File: src/rtl/uart_pkg.sv
// Shared types and constants for the UART receive path.
package uart_pkg;

   typedef enum logic [2:0] {
      IDLE,
      START,
      DATA,
      PARITY,
      STOP,
      BRK_WAIT
   } rx_state_t;

   localparam int unsigned OVERSAMPLE_DFLT = 16;
   localparam int unsigned DATA_BITS_MIN   = 5;
   localparam int unsigned DATA_BITS_MAX   = 8;

   // Index of the last data bit for a requested width, clamped to 5..8 bits.
   function automatic logic [2:0] last_bit_idx(input logic [3:0] bits);
      if (bits < 4'(DATA_BITS_MIN))
         return 3'(DATA_BITS_MIN - 1);
      else if (bits > 4'(DATA_BITS_MAX))
         return 3'(DATA_BITS_MAX - 1);
      else
         return 3'(bits - 4'd1);
   endfunction

endpackage

File: src/rtl/uart_rx_sync.sv
// rxd metastability synchronizer (idle-high reset) with a falling-edge pulse.
module uart_rx_sync #(
   parameter int unsigned SYNC_STAGES = 2
) (
   input  logic clk,
   input  logic rst_n,
   input  logic i_rxd,
   output logic o_rxd,
   output logic o_fall
);

   logic [SYNC_STAGES-1:0] r_sync;

   always_ff @(posedge clk or negedge rst_n) begin
      if (!rst_n)
         r_sync <= '1;
      else
         r_sync <= {r_sync[SYNC_STAGES-2:0], i_rxd};
   end

   assign o_rxd  = r_sync[SYNC_STAGES-1];
   // Edge taken across the last two stages so the FSM reacts SYNC_STAGES clks after rxd.
   assign o_fall = r_sync[SYNC_STAGES-1] & ~r_sync[SYNC_STAGES-2];

endmodule

File: src/rtl/uart_rx.sv
// 16x-oversampling UART receiver: deframes start/data/parity/stop and holds one char with status.
module uart_rx
   import uart_pkg::*;
#(
   parameter int unsigned OVERSAMPLE  = OVERSAMPLE_DFLT,
   parameter int unsigned SYNC_STAGES = 2
) (
   input  logic       clk,
   input  logic       rst_n,
   input  logic       rxd,
   input  logic       tick_16x,
   output logic       enable_baud,
   input  logic [3:0] data_bits,
   input  logic       parity_en,
   input  logic       parity_even,
   output logic [7:0] rx_data,
   output logic       rx_valid,
   input  logic       rx_read,
   output logic       parity_err,
   output logic       framing_err,
   output logic       break_det,
   output logic       overrun_err,
   output logic       rx_busy
);

   localparam logic [3:0] SAMPLE_CNT = 4'(OVERSAMPLE / 2 - 1);
   localparam logic [3:0] WRAP_CNT   = 4'(OVERSAMPLE - 1);

   logic      w_rxd;
   logic      w_fall;
   rx_state_t r_state;
   rx_state_t w_next;

   logic [3:0] r_cnt;
   logic [2:0] r_idx;
   logic [2:0] r_last_idx;
   logic       r_par_en;
   logic       r_par_even;
   logic [7:0] r_shift;
   logic       r_any_one;
   logic       r_par_acc;
   logic       r_complete;
   logic       r_stop_bit;
   logic       r_brk;

   logic [7:0] r_rx_data;
   logic       r_rx_valid;
   logic       r_parity_err;
   logic       r_framing_err;
   logic       r_break_det;
   logic       r_overrun_err;
   logic       r_enable_baud;

   logic w_in_frame;
   logic w_sample;
   logic w_break;
   logic w_perr;

   uart_rx_sync #(
      .SYNC_STAGES (SYNC_STAGES)
   ) u_sync (
      .clk    (clk),
      .rst_n  (rst_n),
      .i_rxd  (rxd),
      .o_rxd  (w_rxd),
      .o_fall (w_fall)
   );

   assign w_in_frame = (r_state == START) || (r_state == DATA) ||
                       (r_state == PARITY) || (r_state == STOP);
   assign w_sample   = w_in_frame && tick_16x && (r_cnt == SAMPLE_CNT);
   assign w_break    = ~r_any_one & ~w_rxd;
   assign w_perr     = r_par_en & (r_par_even ? r_par_acc : ~r_par_acc);

   always_ff @(posedge clk or negedge rst_n) begin
      if (!rst_n)
         r_state <= IDLE;
      else
         r_state <= w_next;
   end

   always_comb begin
      w_next = r_state;
      case (r_state)
         IDLE:     if (w_fall) w_next = START;
         START:    if (w_sample) w_next = w_rxd ? IDLE : DATA;
         DATA:     if (w_sample && (r_idx == r_last_idx)) w_next = r_par_en ? PARITY : STOP;
         PARITY:   if (w_sample) w_next = STOP;
         STOP:     if (w_sample) w_next = w_break ? BRK_WAIT : IDLE;
         BRK_WAIT: if (w_rxd) w_next = IDLE;
         default:  w_next = IDLE;
      endcase
   end

   always_ff @(posedge clk or negedge rst_n) begin
      if (!rst_n) begin
         r_cnt         <= '0;
         r_idx         <= '0;
         r_last_idx    <= '0;
         r_par_en      <= 1'b0;
         r_par_even    <= 1'b0;
         r_shift       <= '0;
         r_any_one     <= 1'b0;
         r_par_acc     <= 1'b0;
         r_complete    <= 1'b0;
         r_stop_bit    <= 1'b0;
         r_brk         <= 1'b0;
         r_rx_data     <= '0;
         r_rx_valid    <= 1'b0;
         r_parity_err  <= 1'b0;
         r_framing_err <= 1'b0;
         r_break_det   <= 1'b0;
         r_overrun_err <= 1'b0;
         r_enable_baud <= 1'b0;
      end else begin
         r_complete <= 1'b0;
         if (w_in_frame && tick_16x)
            r_cnt <= (r_cnt == WRAP_CNT) ? '0 : r_cnt + 4'd1;

         if (w_sample) begin
            case (r_state)
               START: if (w_rxd) r_enable_baud <= 1'b0;
               DATA: begin
                  r_shift[r_idx] <= w_rxd;
                  r_idx          <= r_idx + 3'd1;
                  r_any_one      <= r_any_one | w_rxd;
                  r_par_acc      <= r_par_acc ^ w_rxd;
               end
               PARITY: begin
                  r_any_one <= r_any_one | w_rxd;
                  r_par_acc <= r_par_acc ^ w_rxd;
               end
               STOP: begin
                  r_complete <= 1'b1;
                  r_stop_bit <= w_rxd;
                  r_brk      <= w_break;
               end
               default: ;
            endcase
         end

         // Delivery runs one clk after the stop sample, when the FSM is already back in IDLE/BRK_WAIT.
         if (r_complete) begin
            r_enable_baud <= 1'b0;
            if (!r_rx_valid || rx_read) begin
               r_rx_data     <= r_brk ? '0 : r_shift;
               r_parity_err  <= w_perr;
               r_framing_err <= ~r_stop_bit;
               r_break_det   <= r_brk;
               r_rx_valid    <= 1'b1;
               r_overrun_err <= 1'b0;
            end else begin
               r_overrun_err <= 1'b1;
            end
         end else if (rx_read) begin
            r_rx_valid    <= 1'b0;
            r_parity_err  <= 1'b0;
            r_framing_err <= 1'b0;
            r_break_det   <= 1'b0;
            r_overrun_err <= 1'b0;
         end

         if ((r_state == IDLE) && w_fall) begin
            r_cnt         <= '0;
            r_idx         <= '0;
            r_last_idx    <= last_bit_idx(data_bits);
            r_par_en      <= parity_en;
            r_par_even    <= parity_even;
            r_shift       <= '0;
            r_any_one     <= 1'b0;
            r_par_acc     <= 1'b0;
            r_enable_baud <= 1'b1;
         end
      end
   end

   assign rx_data     = r_rx_data;
   assign rx_valid    = r_rx_valid;
   assign parity_err  = r_parity_err;
   assign framing_err = r_framing_err;
   assign break_det   = r_break_det;
   assign overrun_err = r_overrun_err;
   assign enable_baud = r_enable_baud;
   assign rx_busy     = (r_state != IDLE);

endmodule
File: config.mk
export PLATFORM = sky130hd
export DESIGN_NAME = uart_rx
export DESIGN_NICKNAME = d
export VERILOG_FILES = /design/src/rtl/uart_pkg.sv /design/src/rtl/uart_rx_sync.sv /design/src/rtl/uart_rx.sv
export SDC_FILE = /design/constraint.sdc
export NUM_CORES = 1
export LEC_CHECK = 0
export CAP_MARGIN = 10
export CELL_PAD_IN_SITES_DETAIL_PLACEMENT = 2
export CELL_PAD_IN_SITES_GLOBAL_PLACEMENT = 2
export CORE_MARGIN = 5
export CORE_UTILIZATION = 33
export CTS_CLUSTER_SIZE = 10
export DETAILED_ROUTE_END_ITERATION = 10
export PLACE_DENSITY_LB_ADDON = 0.1
export SYNTH_ARGS = -nofsm -noshare
export SYNTH_HDL_FRONTEND = slang
export SYNTH_SLANG_ARGS = --single-unit
File: constraint.sdc
create_clock -name clk -period 5 [get_ports clk]
set_clock_uncertainty 0.1 [all_clocks]
set_input_delay 1 -clock clk [delete_from_list [all_inputs] [get_ports clk]]
set_output_delay 1 -clock clk [all_outputs]
set_load 0.01 [all_outputs]
==> results.sh <==
export IMPL_slowest_delay_ps=580
export IMPL_fillers=704
export IMPL_cp_data_required_time_ps=3900
export IMPL_ant_nets=0
export IMPL_postSynthAreaPerCell_um2=9.68
export IMPL_vias=1632
export IMPL_worstReg2RegEnd="r_shift[7]"
export IMPL_wl_um=5270
export IMPL_crit_chain="or3_4 -> clkdlybuf4s50_1"
export IMPL_drt_vias_per_instance=5.13
export IMPL_finalMaxSlewViolations=0
export IMPL_setup_tns_ps=0
export IMPL_layout_common_cells="dfrtp_1, nand2_1, clkdlybuf4s50_1"
export IMPL_fin_ws_ps=2080
export IMPL_dp_cells=310
export IMPL_layout_commonest_cell="dfrtp_1"
export IMPL_io_pin_count=26
export IMPL_total_power_mw=0.894
export IMPL_synth_seq_area_share_pct=51.8
export IMPL_critPathSlowestCell="dfrtp_1"
export IMPL_rr_worst_depth=4
export IMPL_core_area_um2=6310
export IMPL_syn2layout_area_growth_pct=18.4
export IMPL_rsz0062_at_grt="false"
export IMPL_cts_hold_buf=0
export IMPL_grt_first_pass_wirelength_um=9350
export IMPL_drive_gt1_share_pct=7.47
export IMPL_crit_type="flip-flop to primary output"
export IMPL_leakage_nw=1.11
export IMPL_hold_path_endpoint="u_sync.r_sync[1]"
export IMPL_grt_pass1_vias=1844
export IMPL_die_area_um2=8160
export IMPL_fin_crit_sh_pct=58.3
export IMPL_n_antenna_cell=0
export IMPL_drc=0
export IMPL_clk_latency_ps=300
export IMPL_outcome="finished, final reports clean"
export IMPL_netlist_area_um2=2130
export IMPL_synth_cells=220
export IMPL_rrSetupSlack_ps=2730
export IMPL_slew_headroom_pct=33.7
export IMPL_drt_first_pass_iters=4
export IMPL_period_needed_ps=2920
export IMPL_clock_sinks=44
export IMPL_end_kind="primary output"
export IMPL_worst_slew_pin_slew_ps=995
export IMPL_ir_drop_mv=0.117
export IMPL_timing_fmax_mhz=343
export IMPL_synth_seq_cells=44
export IMPL_post_cts_setup_buffers=0
export IMPL_ctsResizeCount=0
export IMPL_setup_viol=0
export IMPL_die_height_um=90.3
export IMPL_antenna_found_initial=0
export IMPL_syn_num_nets=234
export IMPL_routedWlPerCell_um=16.6
export IMPL_hold_depth=0
export IMPL_min_path_type="flip-flop to flip-flop"
export IMPL_cts_root_buf="clkbuf_8"
export IMPL_rr_startpoint="r_state[2]"
export IMPL_cp_max_fo=14
export IMPL_synth_distinct_cells=41
export IMPL_start_util_pct=33.7
export IMPL_hold_viol_final=0
export IMPL_cp_arrival_ps=1820
export IMPL_cts_buffers=5
export IMPL_nNetsFinal=254
export IMPL_fin_cells=318
export IMPL_cts_max_level=2
export IMPL_critPathLaunchType="flip-flop"
export IMPL_dp_slack_ps=2150
export IMPL_cts_tree="built"
export IMPL_grt_max_degree=45
export IMPL_multi_input_area_um2=931
export IMPL_synth_warnings=0
export IMPL_die_w_um=90.3
export IMPL_drt_iter0_drc=52
export IMPL_p_per_area_nw_per_um2=354
export IMPL_holdCritStartpoint="u_sync.r_sync[0]"
export IMPL_drv_cap=0
export IMPL_clk_pin_slew_ps=90
export IMPL_seqCellArea_um2=1100
export IMPL_rows=29
export IMPL_clock_path_buffers=2
export IMPL_dp_hpwl_um=3850
export IMPL_grt_ovfl_total=0
export IMPL_routabilityCongestion=0.708
export IMPL_io_buffer_count=25
export IMPL_track_usage_pct=13.8
## state kept, by name, indices dropped and copies added (netlist names), 2 cells and up
| register | cells |
|---|---|
| u_sync.r_sync | 2 |
| r_idx | 3 |
| rx_data | 8 |
| r_cnt | 4 |
| r_state | 3 |
| r_last_idx | 3 |
| r_shift | 8 |
## how the worst max path moves through the flow
stage                       to        from  slack [ps]  cells past startpoint
global placement    r_shift[5]    tick_16x        2220                      6
floorplan           r_shift[5]    tick_16x        2900                      5
CTS                    rx_busy  r_state[2]        2050                      2
global route           rx_busy  r_state[2]        1980                      2
finish                 rx_busy  r_state[2]        2080                      2
detailed placement  r_shift[6]    tick_16x        2150                      6
## power by group
part           switching (mW)  internal, mW  total, mW
Clock                   0.125         0.148      0.274
Combinational          0.0979        0.0832      0.181
Sequential             0.0496         0.389      0.439
## critical path, delay by kind of cell, from the launching register on
family / cells / cell delay [ps]
flip-flops: 1 / 580
AND/OR/NAND/NOR: 1 / 440
buffers and inverters: 1 / 500
## synthesized netlist by cell type
master	count	share of area (%)
clkbuf_1	4	0.70
nand2b_1	13	3.8
o311a_1	1	0.47
inv_1	8	1.4
mux2i_1	7	3.3
clkbuf_2	2	0.47
nor3_4	1	0.76
a31oi_1	2	0.59
o211ai_2	1	0.59
nor4_4	1	1.0
nor3_1	6	1.4
o21a_1	1	0.35
nand3_1	14	3.3
buf_6	1	0.53
ha_1	3	1.8
nand4_1	3	0.88
buf_2	5	1.2
a22oi_1	1	0.35
dfrtp_1	42	49
nor4_1	1	0.29
dfstp_2	2	2.5
o21ai_0	17	4.0
a32o_1	1	0.47
buf_1	1	0.18
a21o_1	2	0.70
nand2_1	31	5.5
a21oi_1	7	1.6
mux2_2	2	1.1
nor2b_1	3	0.88
and3_1	1	0.29
o21bai_1	1	0.35
or3_4	1	0.53
or3_1	2	0.59
a211oi_1	2	0.70
nor2_1	17	3.0
o31ai_1	1	0.35
xor2_1	2	0.82
o211ai_1	1	0.35
o21ai_1	2	0.47
nand4b_2	1	0.70
xnor2_1	6	2.5
## layer usage
metal  up-vias  share of wire, %  global-route usage (%)
li1        787                 -                       -
met1       813                46                    17.4
met2        25                49                    23.7
met3         7               3.7                    2.67
met4         0               1.3                    4.47
met5         -                 0                       0
## metrics by stage
step,hold WS [ps],util (%),cell area [um^2]
after floorplan,266,-,2130
after global placement,274,38.2,2410
after detailed placement,276,38.2,2410
after CTS,297,39.9,2520
after global routing,300,39.9,2520
final,289,39.9,2520
## cell families (layout without fill, tap and decap cells)
kind of cell | count (synthesis) | after routing | share of synthesized area [%]
AO/OA/AOI/OAI | 40 | 40 | 11.4
XOR/XNOR | 8 | 8 | 3.29
adder cells (fa/ha/maj) | 3 | 3 | 1.76
buffers and inverters | 21 | 42 | 4.46
flip-flops | 44 | 44 | 51.8
multiplexers | 9 | 9 | 4.35
AND/OR/NAND/NOR | 95 | 95 | 22.9
## area by class of cell
type / instances / area share [%]
multi-input combinational: 155 / 36.9
clock buffer: 6 / 2.88
inverter: 8 / 1.19
clock inverter: 2 / 1.39
tap: 77 / 3.82
timing repair buffer: 26 / 10.0
sequential: 44 / 43.8
Power figures use the tool's default switching activity.
